### config.mk
export PLATFORM = sky130hd
export DESIGN_NAME = adv7179_cfg_seq
export DESIGN_NICKNAME = d
export VERILOG_FILES = /design/src/rtl/adv7179_pkg.sv /design/src/rtl/adv7179_i2c_wr3.sv /design/src/rtl/adv7179_cfg_seq.sv
export SDC_FILE = /design/constraint.sdc
export NUM_CORES = 1
export LEC_CHECK = 0
export BUFFER_PORTS_ARGS = -buffer_cell sky130_fd_sc_hd__buf_2
export CAP_MARGIN = 20
export CORE_AREA = 10 10 111 113
export DETAILED_ROUTE_END_ITERATION = 7
export DIE_AREA = 0 0 121 123
export PLACE_DENSITY = 0.67
export SLEW_MARGIN = 0
export SYNTH_ARGS = -nofsm -noshare
export SYNTH_HDL_FRONTEND = slang
export SYNTH_SLANG_ARGS = --single-unit
### constraint.sdc
create_clock -name clk_59m -period 2.3 [get_ports clk_59m]
set_clock_uncertainty 0.05 [all_clocks]
set_input_delay 0.115 -clock clk_59m [delete_from_list [all_inputs] [get_ports clk_59m]]
set_output_delay 0.115 -clock clk_59m [all_outputs]
set_load 0.01 [all_outputs]
### src/rtl/adv7179_pkg.sv
`default_nettype none
// +--------------------------------------------------------------------------+
// | Module      : adv7179_pkg                                                |
// | Description : Shared types and constants for the ADV7179 power-up        |
// |               configuration sequencer: top FSM states, I2C phase codes,  |
// |               encoder write addresses and a small sizing helper.         |
// | Ports       : none (package)                                             |
// | Revision    : 1.0 - initial release                                      |
// +--------------------------------------------------------------------------+
package adv7179_pkg;

  // Top-level sequencer states.
  typedef enum logic [2:0] {
    CFG_IDLE   = 3'd0,
    CFG_HWRST  = 3'd1,
    CFG_SETTLE = 3'd2,
    CFG_LOAD   = 3'd3,
    CFG_XFER   = 3'd4,
    CFG_GAP    = 3'd5,
    CFG_DONE   = 3'd6,
    CFG_FAIL   = 3'd7
  } cfg_state_t;

  // Phases of one 3-byte I2C write; each phase is one or more 4-quarter bits.
  typedef enum logic [1:0] {
    PH_START = 2'd0,
    PH_BIT   = 2'd1,
    PH_ACK   = 2'd2,
    PH_STOP  = 2'd3
  } i2c_phase_t;

  // ADV7179 write addresses for ALSB tied low / high.
  localparam logic [7:0] ADV_ADDR_DEFAULT = 8'h54;
  localparam logic [7:0] ADV_ADDR_ALT     = 8'h56;

  // Largest of three values, used to size the shared delay counter.
  function automatic int max3(input int a, input int b, input int c);
    int m;
    m = (a > b) ? a : b;
    return (m > c) ? m : c;
  endfunction

endpackage
`default_nettype wire

### src/rtl/adv7179_i2c_wr3.sv
`default_nettype none
// +--------------------------------------------------------------------------+
// | Module      : adv7179_i2c_wr3                                            |
// | Description : Single I2C write engine: START, three bytes MSB first with |
// |               an ACK slot after each, STOP. A NACK aborts the write      |
// |               straight after its ACK slot with a STOP.                   |
// | Ports       : clk, rst (sync, active-low), go (1-cycle request),         |
// |               byte0..byte2 (held stable while busy), sda_in (already     |
// |               synchronised), scl_o (1 = released), sda_oe (1 = pull SDA  |
// |               low), nack (result of the last write), fin (1-cycle pulse  |
// |               after STOP completes).                                     |
// | Revision    : 1.0 - initial release                                      |
// +--------------------------------------------------------------------------+
module adv7179_i2c_wr3
  import adv7179_pkg::*;
#(
  parameter int CLK_DIV = 148
) (
  input  logic       clk,
  input  logic       rst,
  input  logic       go,
  input  logic [7:0] byte0,
  input  logic [7:0] byte1,
  input  logic [7:0] byte2,
  input  logic       sda_in,
  output logic       scl_o,
  output logic       sda_oe,
  output logic       nack,
  output logic       fin
);

  localparam int            QW     = $clog2(CLK_DIV) + 1;
  localparam logic [QW-1:0] Q_LAST = QW'(CLK_DIV - 1);

  logic          active,  active_n;
  i2c_phase_t    phase,   phase_n;
  logic [QW-1:0] qtick,   qtick_n;
  logic [1:0]    quarter, quarter_n;
  logic [2:0]    bitn,    bitn_n;
  logic [1:0]    byten,   byten_n;
  logic [7:0]    shreg,   shreg_n;
  logic          nack_n;
  logic          fin_n;

  // Bus levels {scl, sda_oe} for a given phase/quarter. START drops SDA at
  // q1 with SCL high; STOP releases SDA at q2 with SCL high. Data and ACK
  // bits keep SDA constant for all four quarters so it only moves while
  // SCL is low.
  function automatic logic [1:0] bus_level(input logic act, input i2c_phase_t ph,
                                           input logic [1:0] q, input logic b);
    logic [1:0] lv;
    lv = 2'b10;
    if (act) begin
      case (ph)
        PH_START: lv = (q == 2'd0) ? 2'b10 : (q == 2'd3) ? 2'b01 : 2'b11;
        PH_BIT:   lv = {(q == 2'd1) || (q == 2'd2), ~b};
        PH_ACK:   lv = {(q == 2'd1) || (q == 2'd2), 1'b0};
        PH_STOP:  lv = (q == 2'd0) ? 2'b01 : (q == 2'd1) ? 2'b11 : 2'b10;
        default:  lv = 2'b10;
      endcase
    end
    return lv;
  endfunction

  always_comb begin
    active_n  = active;
    phase_n   = phase;
    qtick_n   = qtick;
    quarter_n = quarter;
    bitn_n    = bitn;
    byten_n   = byten;
    shreg_n   = shreg;
    nack_n    = nack;
    fin_n     = 1'b0;
    if (!active) begin
      if (go) begin
        active_n  = 1'b1;
        phase_n   = PH_START;
        qtick_n   = '0;
        quarter_n = 2'd0;
        nack_n    = 1'b0;
      end
    end else if (qtick != Q_LAST) begin
      qtick_n = qtick + QW'(1);
    end else begin
      qtick_n   = '0;
      quarter_n = quarter + 2'd1;
      // The slave's answer is taken at the end of the second SCL-high quarter.
      if (quarter == 2'd2 && phase == PH_ACK) begin
        nack_n = sda_in;
      end
      if (quarter == 2'd3) begin
        case (phase)
          PH_START: begin
            phase_n = PH_BIT;
            bitn_n  = 3'd7;
            byten_n = 2'd0;
            shreg_n = byte0;
          end
          PH_BIT: begin
            if (bitn == 3'd0) begin
              phase_n = PH_ACK;
            end else begin
              bitn_n  = bitn - 3'd1;
              shreg_n = {shreg[6:0], 1'b0};
            end
          end
          PH_ACK: begin
            if (nack || byten == 2'd2) begin
              phase_n = PH_STOP;
            end else begin
              phase_n = PH_BIT;
              bitn_n  = 3'd7;
              byten_n = byten + 2'd1;
              shreg_n = (byten == 2'd0) ? byte1 : byte2;
            end
          end
          default: begin
            active_n = 1'b0;
            fin_n    = 1'b1;
          end
        endcase
      end
    end
  end

  always_ff @(posedge clk) begin
    if (!rst) begin
      active  <= 1'b0;
      phase   <= PH_START;
      qtick   <= '0;
      quarter <= 2'd0;
      bitn    <= 3'd0;
      byten   <= 2'd0;
      shreg   <= 8'd0;
      nack    <= 1'b0;
      fin     <= 1'b0;
      scl_o   <= 1'b1;
      sda_oe  <= 1'b0;
    end else begin
      active  <= active_n;
      phase   <= phase_n;
      qtick   <= qtick_n;
      quarter <= quarter_n;
      bitn    <= bitn_n;
      byten   <= byten_n;
      shreg   <= shreg_n;
      nack    <= nack_n;
      fin     <= fin_n;
      {scl_o, sda_oe} <= bus_level(active_n, phase_n, quarter_n, shreg_n[7]);
    end
  end

endmodule
`default_nettype wire

### src/rtl/adv7179_cfg_seq.sv
`default_nettype none
// +--------------------------------------------------------------------------+
// | Module      : adv7179_cfg_seq                                            |
// | Description : ADV7179 power-up sequencer. Pulses the encoder reset,      |
// |               waits for it to settle, then writes every entry of an      |
// |               external register table over I2C with NACK retries and a   |
// |               sticky error report.                                       |
// | Ports       : clk_59m, rst (sync, active-low), start, busy, done (pulse),|
// |               err (sticky), err_idx, rom_idx/rom_data (combinational     |
// |               table, {sub_addr,data}), adv_rst_n, scl_o, sda_oe, sda_i.  |
// | Revision    : 1.0 - initial release                                      |
// +--------------------------------------------------------------------------+
module adv7179_cfg_seq
  import adv7179_pkg::*;
#(
  parameter int         CLK_DIV   = 148,
  parameter logic [7:0] DEV_ADDR  = ADV_ADDR_DEFAULT,
  parameter int         NUM_REGS  = 16,
  parameter int         RST_LOW   = 600,
  parameter int         RST_WAIT  = 6000,
  parameter int         MAX_RETRY = 3
) (
  input  logic        clk_59m,
  input  logic        rst,
  input  logic        start,
  output logic        busy,
  output logic        done,
  output logic        err,
  output logic [7:0]  err_idx,
  output logic [7:0]  rom_idx,
  input  logic [15:0] rom_data,
  output logic        adv_rst_n,
  output logic        scl_o,
  output logic        sda_oe,
  input  logic        sda_i
);

  localparam int            CW         = $clog2(max3(RST_LOW, RST_WAIT, 4 * CLK_DIV) + 1);
  localparam int            RW         = (MAX_RETRY > 0) ? $clog2(MAX_RETRY + 1) : 1;
  localparam logic [CW-1:0] LOW_LAST   = CW'(RST_LOW - 1);
  localparam logic [CW-1:0] WAIT_LAST  = CW'(RST_WAIT - 1);
  localparam logic [CW-1:0] GAP_LAST   = CW'(4 * CLK_DIV - 1);
  localparam logic [RW-1:0] RETRY_LAST = RW'(MAX_RETRY);
  localparam logic [7:0]    LAST_IDX   = 8'(NUM_REGS - 1);

  cfg_state_t    state;
  logic [CW-1:0] cnt;
  logic [RW-1:0] retry;
  logic [7:0]    sub_addr;
  logic [7:0]    data;
  logic          go;
  logic          sda_meta;
  logic          sda_sync;
  logic          nack;
  logic          fin;

  always_ff @(posedge clk_59m) begin
    if (!rst) begin
      state     <= CFG_IDLE;
      cnt       <= '0;
      retry     <= '0;
      sub_addr  <= 8'd0;
      data      <= 8'd0;
      go        <= 1'b0;
      busy      <= 1'b0;
      done      <= 1'b0;
      err       <= 1'b0;
      err_idx   <= 8'd0;
      rom_idx   <= 8'd0;
      adv_rst_n <= 1'b0;
      sda_meta  <= 1'b1;
      sda_sync  <= 1'b1;
    end else begin
      sda_meta <= sda_i;
      sda_sync <= sda_meta;
      done     <= 1'b0;
      go       <= 1'b0;
      case (state)
        CFG_IDLE: begin
          if (start) begin
            state     <= CFG_HWRST;
            busy      <= 1'b1;
            err       <= 1'b0;
            retry     <= '0;
            rom_idx   <= 8'd0;
            cnt       <= '0;
            adv_rst_n <= 1'b0;
          end
        end
        CFG_HWRST: begin
          if (cnt == LOW_LAST) begin
            cnt       <= '0;
            adv_rst_n <= 1'b1;
            state     <= CFG_SETTLE;
          end else begin
            cnt <= cnt + CW'(1);
          end
        end
        CFG_SETTLE: begin
          if (cnt == WAIT_LAST) begin
            cnt   <= '0;
            state <= CFG_LOAD;
          end else begin
            cnt <= cnt + CW'(1);
          end
        end
        CFG_LOAD: begin
          sub_addr <= rom_data[15:8];
          data     <= rom_data[7:0];
          go       <= 1'b1;
          state    <= CFG_XFER;
        end
        CFG_XFER: begin
          if (fin) begin
            cnt <= '0;
            if (!nack) begin
              retry <= '0;
              state <= CFG_GAP;
            end else if (retry == RETRY_LAST) begin
              state <= CFG_FAIL;
            end else begin
              retry <= retry + RW'(1);
              state <= CFG_GAP;
            end
          end
        end
        CFG_GAP: begin
          if (cnt == GAP_LAST) begin
            cnt <= '0;
            // A non-zero retry count means the previous attempt was NACKed,
            // so the same entry goes out again.
            if (retry != '0) begin
              state <= CFG_LOAD;
            end else if (rom_idx == LAST_IDX) begin
              state <= CFG_DONE;
            end else begin
              rom_idx <= rom_idx + 8'd1;
              state   <= CFG_LOAD;
            end
          end else begin
            cnt <= cnt + CW'(1);
          end
        end
        CFG_DONE: begin
          done  <= 1'b1;
          busy  <= 1'b0;
          state <= CFG_IDLE;
        end
        default: begin
          err     <= 1'b1;
          err_idx <= rom_idx;
          busy    <= 1'b0;
          state   <= CFG_IDLE;
        end
      endcase
    end
  end

  adv7179_i2c_wr3 #(
    .CLK_DIV (CLK_DIV)
  ) u_wr3 (
    .clk    (clk_59m),
    .rst    (rst),
    .go     (go),
    .byte0  (DEV_ADDR),
    .byte1  (sub_addr),
    .byte2  (data),
    .sda_in (sda_sync),
    .scl_o  (scl_o),
    .sda_oe (sda_oe),
    .nack   (nack),
    .fin    (fin)
  );

endmodule
`default_nettype wire

; ---- Yosys cells after proc, flatten, opt, wreduce, memory -nomap -nowiden
; Index checks and enable logic that the tools add are counted.
; Widths: inputs -> output; s select.
[word_totals]
reg_bits = 88
in_bits = 20
output_inout_bits = 22
[classes]
add_sub_neg = 7
eq_ne = 35
n_mux = 74
bitwise = 7
n_reduce_logical = 33
[op_table]
columns = operator, count
row1 = $mux 8, 10
row2 = $mux 13, 5
row3 = $pmux 13 s5, 1
row4 = $mux 2, 19
row5 = $mux 3, 9
row6 = $mux 9, 3
row7 = $eq 13x10->1 const B, 2
row8 = $pmux 8 s3, 1
row9 = $ne 2x2->1 const B, 10
row10 = $eq 2x2->1 const B, 9
row11 = $pmux 3 s6, 1
row12 = $mux 1, 16
row13 = $pmux 8 s2, 1
row14 = $reduce_and 5->1, 3
row15 = $add 13x1->13 const B, 1
row16 = $eq 13x13->1 const B, 1
row17 = $reduce_bool 2->1, 6
row18 = $add 9x1->9 const B, 1
row19 = $eq 3x3->1 const B, 3
row20 = $ne 9x8->1 const B, 1
row21 = $pmux 3 s3, 1
row22 = $reduce_and 3->1, 3
row23 = $add 8x1->8 const B, 1
row24 = $eq 8x4->1 const B, 1
row25 = 26 further kinds, 47

; ---- Depth between registers and ports, before layout
; Gate-level depths: netlist (run 1).
[depth]
ltp_word = 9
mapped_depth = 11
mapped_depth_nobuf = 11

; ---- Modules after synthesis
; Synthesis (run 1) repeated with hierarchy kept, for this count alone.
[unflattened]
cells_unflattened = 549
area_unflattened_um2 = 4665.7
[modules_own_cells]
columns = module, n_inst, cells_per_inst, area_per_inst_um2
row1 = adv7179_cfg_seq, 1, 325, 2677.6
row2 = adv7179_i2c_wr3, 1, 224, 1988.2

; ---- Least setup slack after synthesis (run 1)
; OpenSTA, ideal clock, no wires.
[synth_timing]
path_kind = flip-flop to flip-flop
from = reg u_wr3.qtick[0]
to = reg u_wr3.scl_o
setup_ns = 0.125
arrival_ns = 2.263
path_slack_ns = -0.138
stages_incl_launch_ff = 12
n_path_buf = 0
synth_period_minus_slack_ns = 2.438
cell_sequence = dfxtp_1 -> ha_1 -> nor4bb_1 -> a21oi_1 -> o21ai_0 -> o21ai_0 -> inv_1 -> ha_1 -> inv_1 -> a211o_1 -> o32ai_1 -> a21oi_1
[synth_between]
elab_chain_len = 7
[synth_lines]
columns = element, line_no
row1 = from (decl), adv7179_i2c_wr3.sv:37  ; logic [QW-1:0] qtick, qtick_n;
row2 = from (signal assigned), adv7179_i2c_wr3.sv:143  ; qtick <= qtick_n;
row3 = $ne 9x8->1 *, adv7179_i2c_wr3.sv:83  ; end else if (qtick != Q_LAST) begin
row4 = $mux 2 *, adv7179_i2c_wr3.sv:83
row5 = $mux 2 *, adv7179_i2c_wr3.sv:75  ; if (!active) begin
row6 = via u_wr3.quarter_n[0], adv7179_i2c_wr3.sv:38  ; logic [1:0] quarter, quarter_n;
row7 = $eq 2x2->1, adv7179_i2c_wr3.sv:55  ; PH_START: lv = (q == 2'd0) ? 2'b10 : (q == 2'd3) ? 2'b01 : 2'b11;
row8 = $mux 2 (2 in series), adv7179_i2c_wr3.sv:55
row9 = $pmux 2 s4 *, adv7179_i2c_wr3.sv:54  ; case (ph)
row10 = to (signal assigned), adv7179_i2c_wr3.sv:150  ; {scl_o, sda_oe} <= bus_level(active_n, phase_n, quarter_n, shreg_n[7]);
row11 = to (decl), adv7179_i2c_wr3.sv:26  ; output logic scl_o,
; Mark *: on every way through the listed nets, which the timed path passes. The rest lies on a longest branch.
; A chain may end at the register's enable or synchronous reset.

; ---- Worst setup path after layout (run 1)
[layout_timing]
from = reg u_wr3.qtick[8]
to = reg u_wr3.sda_oe
[layout_between]
elab_chain_len = 7
[layout_lines]
columns = element, line_no
row1 = $ne 9x8->1 *, adv7179_i2c_wr3.sv:83
row2 = $mux 2, adv7179_i2c_wr3.sv:83
row3 = $mux 2, adv7179_i2c_wr3.sv:75
row4 = $eq 2x1->1, adv7179_i2c_wr3.sv:58  ; PH_STOP: lv = (q == 2'd0) ? 2'b01 : (q == 2'd1) ? 2'b11 : 2'b10;
row5 = $mux 1, adv7179_i2c_wr3.sv:58
row6 = $mux 2, adv7179_i2c_wr3.sv:58
row7 = $pmux 2 s4, adv7179_i2c_wr3.sv:54
row8 = to (signal assigned), adv7179_i2c_wr3.sv:150
row9 = to (decl), adv7179_i2c_wr3.sv:27  ; output logic sda_oe,
; Mark *: on every way between the ends. The rest lies on a longest branch, timed or not.

==> results of run 1 <==
[final timing paths]
check                                    start           end  cells after the start
worst max register to register  u_wr3.qtick[8]  u_wr3.sda_oe                      9
worst min-delay path                       rst      sda_meta                      3
worst min register to register        sda_meta      sda_sync                      1
worst max-delay path            u_wr3.qtick[8]  u_wr3.sda_oe                      9
[registers in the layout, summed over array words and instances (netlist names), 2 cells and up]
signal	cells
u_wr3.phase	2
u_wr3.bitn	3
u_wr3.qtick	9
sub_addr	8
err_idx	8
u_wr3.shreg	8
data	8
retry	2
state	3
cnt	13
rom_idx	8
u_wr3.quarter	2
u_wr3.byten	2
[cell families (layout without fill, tap and decap cells)]
kind of cell | after synthesis | after routing
buffers and inverters | 50 | 122
AO/OA/AOI/OAI | 123 | 123
adder cells (fa/ha/maj) | 14 | 14
AND/OR/NAND/NOR | 214 | 214
flip-flops | 88 | 88
XOR/XNOR | 11 | 11
multiplexers | 23 | 23
[cell type report]
cell class | instances | area [sq um]
Fill cell | 974 | 4900
Multi-Input combinational cell | 385 | 2460
Timing Repair Buffer | 85 | 603
Tap cell | 136 | 170
Sequential cell | 88 | 1770
Clock inverter | 3 | 20.0
Inverter | 22 | 82.6
Clock buffer | 12 | 135
[power by group]
group	internal (mW)	switching, mW
registers	1.58	0.0539
clock network	0.386	0.547
logic	0.253	0.406
total	2.22	1.01
[what timing repair did]
action                                  in CTS  in global routing
endpoints found under the setup margin       2                  4
hold buffers                                17                  0
resized for setup                            1                 14
pin swaps                                    0                  3
hold endpoints to repair                    17                  0
buffers inserted                             0                  1
[critical path, delay by kind of cell (launching register included)]
| family | cells | cell delay [ns] |
|---|---|---|
| compound gates | 5 | 0.72 |
| simple gates | 2 | 0.71 |
| flops | 1 | 0.32 |
| buf+inv | 1 | 0.15 |
| fa+ha+maj | 1 | 0.15 |
[routing by layer]
layer	share of wire [%]	routed length [microns]
met2	47	4850
met3	4.6	473
met4	2.1	219
met1	46	4740
met5	0	0
[layout by cell type, fill, tap and decap left out, types with 8 or more instances in the layout]
master and instances:
a21oi_1 48, a31oi_1 8, and2_1 9, and3_1 10, buf_2 41, buf_4 25, clkbuf_8 9, dfxtp_1 85
dlygate4sd3_1 17, ha_1 13, inv_1 21, mux2i_1 23, nand2_1 53, nand3_1 12, nand4_1 10, nor2_1 63
nor3_1 8, o21ai_0 16, xor2_1 9
==> parameters.txt, run 1 <==
Parameter                              Value

Status
  Outcome ... finished clean

Route
  WL per Instance ... 14.1 microns
  DRC marker count from the first detailed-route iteration ... between 150 and 200
  Remaining routing DRC violations ... 0
  Overall via count from detail_route ... between 3000 and 4000
  First-pass detailed-route iteration total ... 4
  Total wire length ... slightly above 10 mm
  Post-route antenna net violation count ... 0
  Detailed-route vias per instance ... between 5 and 6

Floorplan
  Total Die Area ... 14900 sq um
  Die Span X ... 121 microns
  Core box area ... around 10000 sq um
  Row Count ... 37
  Initial Utilization ... 43.1%
  Ports ... 42
  Vertical die dimension ... about 120 microns

Logic synthesis
  Average size of a mapped cell ... roughly 8.3 sq um
  Number of warnings issued by yosys ... 0
  Dominant combinational cell family by area after synthesis ... simple AND/OR/NAND/NOR gates
  Sequential share of the synthesized area ... roughly 40%
  Area share of and/or/nand/nor cells after synthesis ... about 25%
  Cells taking the most area after synthesis ... dfxtp_1, nor2_1, a21oi_1
  XOR/XNOR Fraction of Synth Area ... under 10%
  Fraction of registers with async set or reset after synthesis ... 0%
  Most used flip-flop cell after synthesis ... dfxtp_1
  Ranking of synthesized cells by instance count ... dfxtp_1, nor2_1, nand2_1
  Count of flip-flops with a built-in enable after synthesis ... 0
  Leading area contributor after synthesis ... dfxtp_1
  Cell count after synthesis ... between 500 and 600
  Adder-cell area share of the yosys netlist ... 4.01%
  Syn Nets ... roughly 560
  Area fraction in compound gates after synthesis ... about a fifth
  Post-synthesis instance area ... ~4400 sq um
  #FFs+latches synth ... 88
  Top cell type's share of synthesized area ... between 40% and 50%
  Multiplexer fraction of the synthesized cell area ... between 5 and 6%
  Netlist cell types ... 63
  Dominant cell by count in the synthesized netlist ... dfxtp_1

Power
  Pwr Density ... ~610 nW/um^2
  Leakage component of the power ... ~2.1 nW
  Worst vdd ir ... ~0.34 mV
  Total power ... 3.22 mW

Place
  Post-place setup slack ... 0.000296 ns
  Placed standard-cell area ... ~4900 sq um
  Detailed placer's ending HPWL ... roughly 7.3 mm
  Number of port buffers ... 41
  Final weighted congestion of routability-driven global placement ... between 0.8 and 0.9
  Cell count after placement ... ~700

Cells and area
  Post-route core utilization ... 51.7%
  Relative area change from synthesis to final layout ... 20.0%
  Total inserted antenna cells ... 0
  Final #Nets ... 625
  Final design area excluding fillers ... about 5200 sq um
  Fin cells ... approximately 730
  Fraction of final layout cells with drive strength greater than 1 ... about 17%

Timing
  Final min period ... 2.17 ns
  Top achievable clock speed ... ~0.46 GHz
  Worst hold slack across all endpoints ... approximately 0.11 ns
  Fraction of the cycle the final worst path needs ... roughly 94%
  # setup viols final ... 0
  Worst slew margin relative to its limit ... about three fifths
  Slew of the pin with the lowest slew margin ... between 0.5 and 0.6 ns
  Max Transition Viols Final ... 0
  Count of endpoints failing hold in the final timing report ... 0
  Setup tns final ... 0 ns
  Setup ws final ... ~0.13 ns

Global route
  Maximum number of pins on one net before global-route repair ... 51
  Met2 demand-to-capacity share in global routing ... around a quarter
  Global routing met3 resource utilization ... 3.01%
  Global-route usage over all layers ... between 10 and 15%
  Global route total overflow ... 0
  Global-route wire length before repair ... approximately 18 mm
  Initial antenna violation count ... 0
  Busiest layer in global routing ... met2
  Global-route track usage on met1 ... between 10% and 20%
  Vias in the first global route ... 3897

Min path
  Class of the most critical hold timing path ... input port to register

Setup path
  Sort of element at the end of the critical path ... register
  Worst setup path category ... register to register
  Data required, critical path ... around 2.6 ns
  R2R Setup Slk ... between 0.1 and 0.15 ns
  Delay of the slowest cell on the worst path ... between 0.5 and 0.6 ns
  Cell with the biggest individual delay on the critical path ... or4b_4
  Arrival time of the worst setup path ... 2.43 ns
  Element type at the critical path start ... register
  Critical-path cell list ... or4b_4 > nor2_2 > a21oi_1 > a22oi_2 > buf_4 > ha_1 > a2bb2o_4 > a21boi_2 > o31a_1
  Critical-path maximum fanout ... 3

CTS
  TritonCTS clock tree ... built
  Clock-pin slew on the worst setup and hold paths ... 0.08 ns
  CTS H-Tree Depth ... 3
  Max clock buf depth ... 2
  Clock root buffer ... clkbuf_8
  CTS sink cnt ... 88
  Number of buffers created by CTS ... 9
  Source-to-sink clock delay at the later pin of the worst-skew pair ... ~0.37 ns

Flow run
  Maxcap violations ... 0
(Power assumes the default switching activity.)
==> inputs of run 2 (changes only) <==
--- a/config.mk
+++ b/config.mk
@@ -5,11 +5,12 @@
 export SDC_FILE = /design/constraint.sdc
 export NUM_CORES = 1
 export LEC_CHECK = 0
+export ABC_AREA = 1
 export BUFFER_PORTS_ARGS = -buffer_cell sky130_fd_sc_hd__buf_2
 export CAP_MARGIN = 20
-export CORE_AREA = 10 10 111 113
+export CORE_AREA = 10 10 113 115
 export DETAILED_ROUTE_END_ITERATION = 7
-export DIE_AREA = 0 0 121 123
+export DIE_AREA = 0 0 123 125
 export PLACE_DENSITY = 0.67
 export SLEW_MARGIN = 0
 export SYNTH_ARGS = -nofsm -noshare
==> run 2 against run 1 <==
Effect of this change: sequential cell count unchanged; via count rose by 7.2%; wire length is 3.1% higher; count of clock-buffer cells in the layout is 1 lower; worst setup slack improved by 0.11 ns; clock power rose by 21%; global-route usage grew 0.077 points; register-to-register slack better by 0.11 ns; final area rose by 1.0%; synthesized cell count rose by 24%; critical path depth rose by 5; critical path type unchanged; largest cell class unchanged.
==> parameters.txt, run 2 <==
Parameter                              Value

Place
  Placed standard-cell area ... 4900 sq um (+1.0%)
  Final weighted congestion of routability-driven global placement ... 0.898 (+3.4%)
  Cell count after placement ... 821 (+18%)
  Detailed placer's ending HPWL ... 7.66 mm (+4.5%)
  Number of port buffers ... 41 (unchanged)

CTS
  CTS H-Tree Depth ... 3 (unchanged)
  Clock root buffer ... clkbuf_8
  Max clock buf depth ... 2 (unchanged)
  Setup repair bufs after CTS ... 0 (unchanged)
  Source-to-sink clock delay at the later pin of the worst-skew pair ... 0.38 ns (about the same)
  Clock-pin slew on the worst setup and hold paths ... 0.09 ns (about the same)
  CTS sink cnt ... 88 (unchanged)
  TritonCTS clock tree ... built
  Number of buffers created by CTS ... 9 (unchanged)

Floorplan
  Ports ... 42 (unchanged)
  Row Count ... 38 (+2.7%)
  Core box area ... 10600 sq um (+4.6%)
  Initial Utilization ... 42.9% (-0.16 points)
  Total Die Area ... 15400 sq um (+3.3%)
  Die Span X ... 123 microns (+1.7%)
  Vertical die dimension ... 125 microns (+1.6%)

Logic synthesis
  Top cell type's share of synthesized area ... 38.7% (-1.6 points)
  #FFs+latches synth ... 88 (unchanged)
  Leading area contributor after synthesis ... dfxtp_1
  Cell count after synthesis ... 651 (+24%)
  Number of warnings issued by yosys ... 0 (unchanged)
  Dominant cell by count in the synthesized netlist ... nand2_1
  Post-synthesis instance area ... 4550 sq um (+4.2%)
  Count of flip-flops with a built-in enable after synthesis ... 0 (unchanged)
  Most used flip-flop cell after synthesis ... dfxtp_1
  Ranking of synthesized cells by instance count ... nand2_1, nor2_1, dfxtp_1
  Fraction of registers with async set or reset after synthesis ... 0% (unchanged)
  Sequential share of the synthesized area ... 38.7% (-1.6 points)
  Cells taking the most area after synthesis ... dfxtp_1, nand2_1, nor2_1
  Syn Nets ... 685 (+23%)
  Netlist cell types ... 41 (-35%)
  Average size of a mapped cell ... 6.99 sq um (-16%)

Route
  Total wire length ... 10.6 mm (+3.1%)
  DRC marker count from the first detailed-route iteration ... 318 (+94%)
  Detailed-route vias per instance ... 4.98 (-8.1%)
  WL per Instance ... 12.4 microns (-12%)
  Post-route antenna net violation count ... 0 (unchanged)
  Remaining routing DRC violations ... 0 (unchanged)
  First-pass detailed-route iteration total ... 4 (unchanged)
  Overall via count from detail_route ... 4250 (+7.2%)

Timing
  # setup viols final ... 0 (unchanged)
  Setup tns final ... 0 ns (unchanged)
  Worst slew margin relative to its limit ... 57.8% (-3.5 points)
  Top achievable clock speed ... 0.485 GHz (+5.3%)
  Fraction of the cycle the final worst path needs ... 89.7% (-4.7 points)
  Max Transition Viols Final ... 0 (unchanged)
  Final min period ... 2.06 ns (-0.109 ns)
  Unrepaired setup endpoints after global routing ... no
  Slew of the pin with the lowest slew margin ... 0.632 ns (+0.0531 ns)
  Count of endpoints failing hold in the final timing report ... 0 (unchanged)

Cells and area
  Filler Cell Count ... 1037 (+6.5%)
  Fin cells ... 853 (+17%)
  Final #Nets ... 742 (+19%)
  Total inserted antenna cells ... 0 (unchanged)
  Post-route core utilization ... 49.9% (-1.8 points)
  Relative area change from synthesis to final layout ... 16.4%
  Biggest registers after layout ... cnt x13, u_wr3.qtick x9
  Most common cell after layout, fill and taps aside ... nand2_1
  Final design area excluding fillers ... 5290 sq um (+1.0%)
  Fraction of final layout cells with drive strength greater than 1 ... 15.7% (-1.3 points)
  Most flops, register ... cnt
  Max FFs per register ... 13 (unchanged)
  Most frequent cells in the layout ... nand2_1, nor2_1, dfxtp_1

Setup path
  Data required, critical path ... 2.52 ns (-0.04 ns)
  Worst setup path category ... register to register
  Arrival time of the worst setup path ... 2.29 ns (-0.14 ns)
  Sort of element at the end of the critical path ... register
  Element type at the critical path start ... register
  R2R Setup Slk ... 0.24 ns (+0.11 ns)
  Critical-path maximum fanout ... 5 (+2)

Global route
  Global-route usage over all layers ... 14.4% (+0.077 points)
  Vias in the first global route ... 4209 (+8.0%)
  Global-route wire length before repair ... 18.6 mm (+4.7%)
  Global route total overflow ... 0 (unchanged)
  Initial antenna violation count ... 0 (unchanged)
  Maximum number of pins on one net before global-route repair ... 35 (-31%)

Status
  Outcome ... finished clean

Flow run
  Maxcap violations ... 0 (unchanged)

Power
  Worst vdd ir ... 0.358 mV (+6.7%)
  Total power ... 4.09 mW (+27%)
  Leakage component of the power ... 2.18 nW (+2.1%)
  Pwr Density ... 772 nW/um^2 (+26%)

Min path
  Class of the most critical hold timing path ... input port to register
## run 2: changes by cell type after synthesis, sizes merged, moves of 11 or more
cell    delta
nand2     +94
inv       +57
nor2      +38
nand3     +35
o21ai     +23
mux2i     -20
clkbuf    -13
nor3      +11
## run 2: routing by layer
metal,part of all wire [%],vias up,global-route usage [%]
met3,4.2,13,3.06
met4,1.7,0,6.44
met1,46,1940,17.3
met2,48,69,23.9
met5,0,-,0
li1,-,2228,-
## run 2: cell type report
class                      instances  area (sq um)  share of cell area, %
multi-input combinational        468          2440                   46.0
sequential                        88          1760                   33.3
timing repair buffer              62           415                   7.85
inverter                          79           297                   5.60
tap                              140           175                   3.31
clock buffer                      11           151                   2.86
clock inverter                     5          55.1                   1.04
## run 2: timing repair
action / in CTS / in global routing
hold endpoints to repair: 16 / 0
hold buffers: 16 / 0
gates resized for setup: 0 / 7
endpoints found under the setup margin: 0 / 1
## run 2: worst max-delay path, stage by stage (launching register included)
cell and delay (ns):
dfxtp_2 0.38, ha_4 0.16, nand2_1 0.08, nor2_2 0.12, nand3_2 0.12, or2_2 0.30, o21ai_2 0.08, inv_1 0.09
ha_1 0.21, nor2_1 0.11, nand3_1 0.08, nand2_1 0.07, inv_1 0.03, nand2_1 0.04, a21oi_1 0.05
## run 2: through the flow
| step | hold slack [ns] | setup slack (ns) |
|---|---|---|
| 2_1_floorplan | 0.172 | 0.298 |
| 3_3_place_gp | 0.258 | 0.131 |
| 3_5_place_dp | 0.262 | 0.0898 |
| 4_1_cts | 0.00852 | 0.0773 |
| 5_1_grt | 0.0323 | 0.0365 |
| 6_report | 0.0150 | 0.237 |
## run 2: where the power goes
| part | internal, mW | switching (mW) |
|---|---|---|
| Combinational | 0.393 | 0.808 |
| Sequential | 1.65 | 0.107 |
| Clock | 0.557 | 0.574 |
| Total | 2.60 | 1.49 |
## run 2: path summary, 6_finish.rpt
path,from,to,cells after the start
worst max register to register,u_wr3.qtick[0],u_wr3.sda_oe,14
worst min-delay path,rom_data[7],data[7],3
worst min register to register,sda_meta,sda_sync,1
worst max-delay path,u_wr3.qtick[0],u_wr3.sda_oe,14
## run 2: cells by family (layout without fill, tap and decap cells)
family	after synthesis	after routing	share of synthesized area, %
xor gates and xnor gates	9	9	1.73
and+or+nand+nor	334	334	33.2
DFF	88	88	38.7
muxes	3	3	0.660
adders and majority gates	14	14	3.85
AOI/OAI and AO/OA	108	108	13.6
buffers and inverters	95	157	8.23
==> inputs of run 3 (changes only) <==
==> constraint.sdc (replaced) <==
create_clock -name clk_59m -period 2.3 [get_ports clk_59m]
set_clock_uncertainty 0.05 [all_clocks]
set_input_delay 0.115 -clock clk_59m [delete_from_list [all_inputs] [get_ports clk_59m]]
set_output_delay 0.115 -clock clk_59m [all_outputs]
set_load 0.1 [all_outputs]
==> run 3 against run 2 <==
Effect of this change: sequential cell count did not move; count of clock-buffer cells in the layout rose by 2; sequential share of layout area rose by 0.17 points; sequential power barely moved; worst hold slack improved by 0.0063 ns; first-iteration DRC count rose by 0.94%; via count rose by 0.19%; critical endpoint unchanged.
==> parameters.txt, run 3 (same netlist as run 2, synthesis figures left out) <==
Parameter                              Value

Status
  Outcome ... finished clean

Setup path
  Worst path most repeated cell ... nand2_1
  Cell with the biggest individual delay on the critical path ... dfxtp_2
  Critical-path maximum fanout ... 4 (-1)
  Worst Reg-to-Reg Cells ... 14 (unchanged)
  Buffers plus inverters on the worst setup path ... 2 (unchanged)
  Data required, critical path ... 2.50 ns (-0.02 ns)
  Critical-path cell list ... ha_2 > nand2_1 > nor2_2 > nand3_2 > or2_2 > o21ai_2 > inv_1 > ha_1 > nor2_1 > nand3_1 > nand2_1 > inv_1 > nand2_1 > a21oi_1
  R2R Setup Slk ... 0.22 ns (-0.02 ns)
  Arrival time of the worst setup path ... 2.28 ns (about the same)
  Worst setup path category ... register to register
  Element type at the critical path start ... register
  Worst reg2reg path startpoint ... u_wr3.qtick[0]
  Delay of the slowest cell on the worst path ... 0.35 ns (-0.03 ns)
  Endpoint of the lowest-slack register-to-register path ... u_wr3.sda_oe
  Sort of element at the end of the critical path ... register
  Critical path's top delay family ... simple AND/OR/NAND/NOR gates

Place
  Number of port buffers ... 41 (unchanged)
  Final weighted congestion of routability-driven global placement ... 0.880 (-2.0%)
  Detailed placer's ending HPWL ... 7.67 mm (+0.12%)

CTS
  Clock root buffer ... clkbuf_8
  Source-to-sink clock delay at the later pin of the worst-skew pair ... 0.36 ns (-0.02 ns)
  Clock-pin slew on the worst setup and hold paths ... 0.09 ns (about the same)
  Max clock buf depth ... 2 (unchanged)
  TritonCTS clock tree ... built
  Number of buffers created by CTS ... 9 (unchanged)
  CTS H-Tree Depth ... 3 (unchanged)
  CTS sink cnt ... 88 (unchanged)

Floorplan
  Row Count ... 38 (unchanged)
  Die Span X ... 123 microns (unchanged)
  Ports ... 42 (unchanged)
  Initial Utilization ... 42.9% (unchanged)
  Total Die Area ... 15400 sq um (unchanged)
  Core box area ... 10600 sq um (unchanged)
  Vertical die dimension ... 125 microns (unchanged)

Route
  Total wire length ... 10.4 mm (-1.5%)
  Remaining routing DRC violations ... 0 (unchanged)
  Detailed-route vias per instance ... 4.98 (about the same)
  First-pass detailed-route iteration total ... 5 (+1)
  Overall via count from detail_route ... 4258 (+0.19%)
  WL per Instance ... 12.2 microns (-1.7%)
  DRC marker count from the first detailed-route iteration ... 321 (+0.94%)
  Post-route antenna net violation count ... 0 (unchanged)

Global route
  Met2 demand-to-capacity share in global routing ... 24.5% (+0.57 points)
  Global-route track usage on met1 ... 15.8% (-1.5 points)
  Busiest layer in global routing ... met2
  Global routing met3 resource utilization ... 3.56% (+0.50 points)
  Vias in the first global route ... 4108 (-2.4%)
  Maximum number of pins on one net before global-route repair ... 35 (unchanged)
  Initial antenna violation count ... 0 (unchanged)
  Global route total overflow ... 0 (unchanged)
  Global-route usage over all layers ... 13.7% (-0.63 points)
  Global-route wire length before repair ... 18.0 mm (-3.2%)

Timing
  Worst slew margin relative to its limit ... 59.5% (+1.7 points)
  # setup viols final ... 0 (unchanged)
  Max Transition Viols Final ... 0 (unchanged)
  Setup tns final ... 0 ns (unchanged)
  Count of endpoints failing hold in the final timing report ... 0 (unchanged)
  Slew of the pin with the lowest slew margin ... 0.607 ns (-0.0248 ns)
  Fraction of the cycle the final worst path needs ... 90.5% (+0.82 points)
  Top achievable clock speed ... 0.480 GHz (-0.91%)
  Final min period ... 2.08 ns (+0.0189 ns)
  Unrepaired setup endpoints after global routing ... no

Cells and area
  Most common cell after layout, fill and taps aside ... nand2_1
  Most frequent cells in the layout ... nand2_1, nor2_1, dfxtp_1
  Max FFs per register ... 13 (unchanged)
  Total inserted antenna cells ... 0 (unchanged)
  Relative area change from synthesis to final layout ... 16.0%
  Most flops, register ... cnt
  Biggest registers after layout ... cnt x13, u_wr3.qtick x9
  Final #Nets ... 744 (+0.27%)
  Fraction of final layout cells with drive strength greater than 1 ... 16.1% (+0.38 points)

Min path
  Class of the most critical hold timing path ... input port to register
  Hold_sp ... rom_data[0]
  Endpoint of the worst hold-timing path ... data[0]
  Depth of the worst hold-timing path ... 3 (unchanged)

Power
  Total power ... 4.14 mW (+1.4%)
  Pwr Density ... 786 nW/um^2 (+1.8%)
  Leakage component of the power ... 2.18 nW (+0.14%)
  Worst vdd ir ... 0.514 mV (+43%)

Flow run
  Maxcap violations ... 0 (unchanged)
run 3: worst min-delay path, cell delays in order:
cell     delay (ns)
buf_2          0.07
o21ai_0        0.07
a21oi_1        0.13
run 3: per-stage QoR:
step           hold WS [ns]  worst slack [ns]  cell area (sq um)  utilization [%]  instances
2_1_floorplan         0.172             0.160               4550                -        651
3_3_place_gp          0.252             0.154               4890             46.1        821
3_5_place_dp          0.254            0.0969               4890             46.1        821
4_1_cts              0.0164            0.0787               5240             49.4        853
5_1_grt              0.0647            0.0361               5270             49.7        855
6_report             0.0214             0.218               5270             49.7        855
run 3: worst max path at each step:
stage                         startpoint            to  slack, ns  cells after the start
after floorplan               rom_idx[2]    rom_idx[5]       0.16                      8
after global placement    u_wr3.qtick[0]  u_wr3.sda_oe       0.15                     14
after detailed placement  u_wr3.qtick[0]  u_wr3.sda_oe        0.1                     14
after CTS                 u_wr3.qtick[0]  u_wr3.sda_oe       0.08                     14
after global routing      u_wr3.qtick[0]  u_wr3.sda_oe       0.04                     14
final                     u_wr3.qtick[0]  u_wr3.sda_oe       0.22                     14
run 3: layout make-up:
class / instances / area [sq um]
sequential: 88 / 1770
clock buffer: 13 / 169
timing repair buffer: 64 / 418
multi-input combinational: 468 / 2430
clock inverter: 3 / 22.5
fill: 1091 / 5330
tap: 140 / 175
inverter: 79 / 297
run 3: layer usage:
layer | up-vias | part of all wire, %
met5 | - | 0
met4 | 0 | 1.0
met3 | 9 | 4.0
met2 | 65 | 51
met1 | 1954 | 44
li1 | 2230 | -
run 3: what timing repair did:
item,in CTS,in global routing
setup buffers,0,2
endpoints found under the setup margin,0,1
resized for setup,0,6
hold endpoints to repair,16,0
hold buffers,16,0
run 3: where the power goes:
part / internal (mW) / switching [mW] / leakage, nW
Combinational: 0.391 / 0.955 / 1.37
Sequential: 1.65 / 0.104 / 0.714
Clock: 0.487 / 0.554 / 0.100
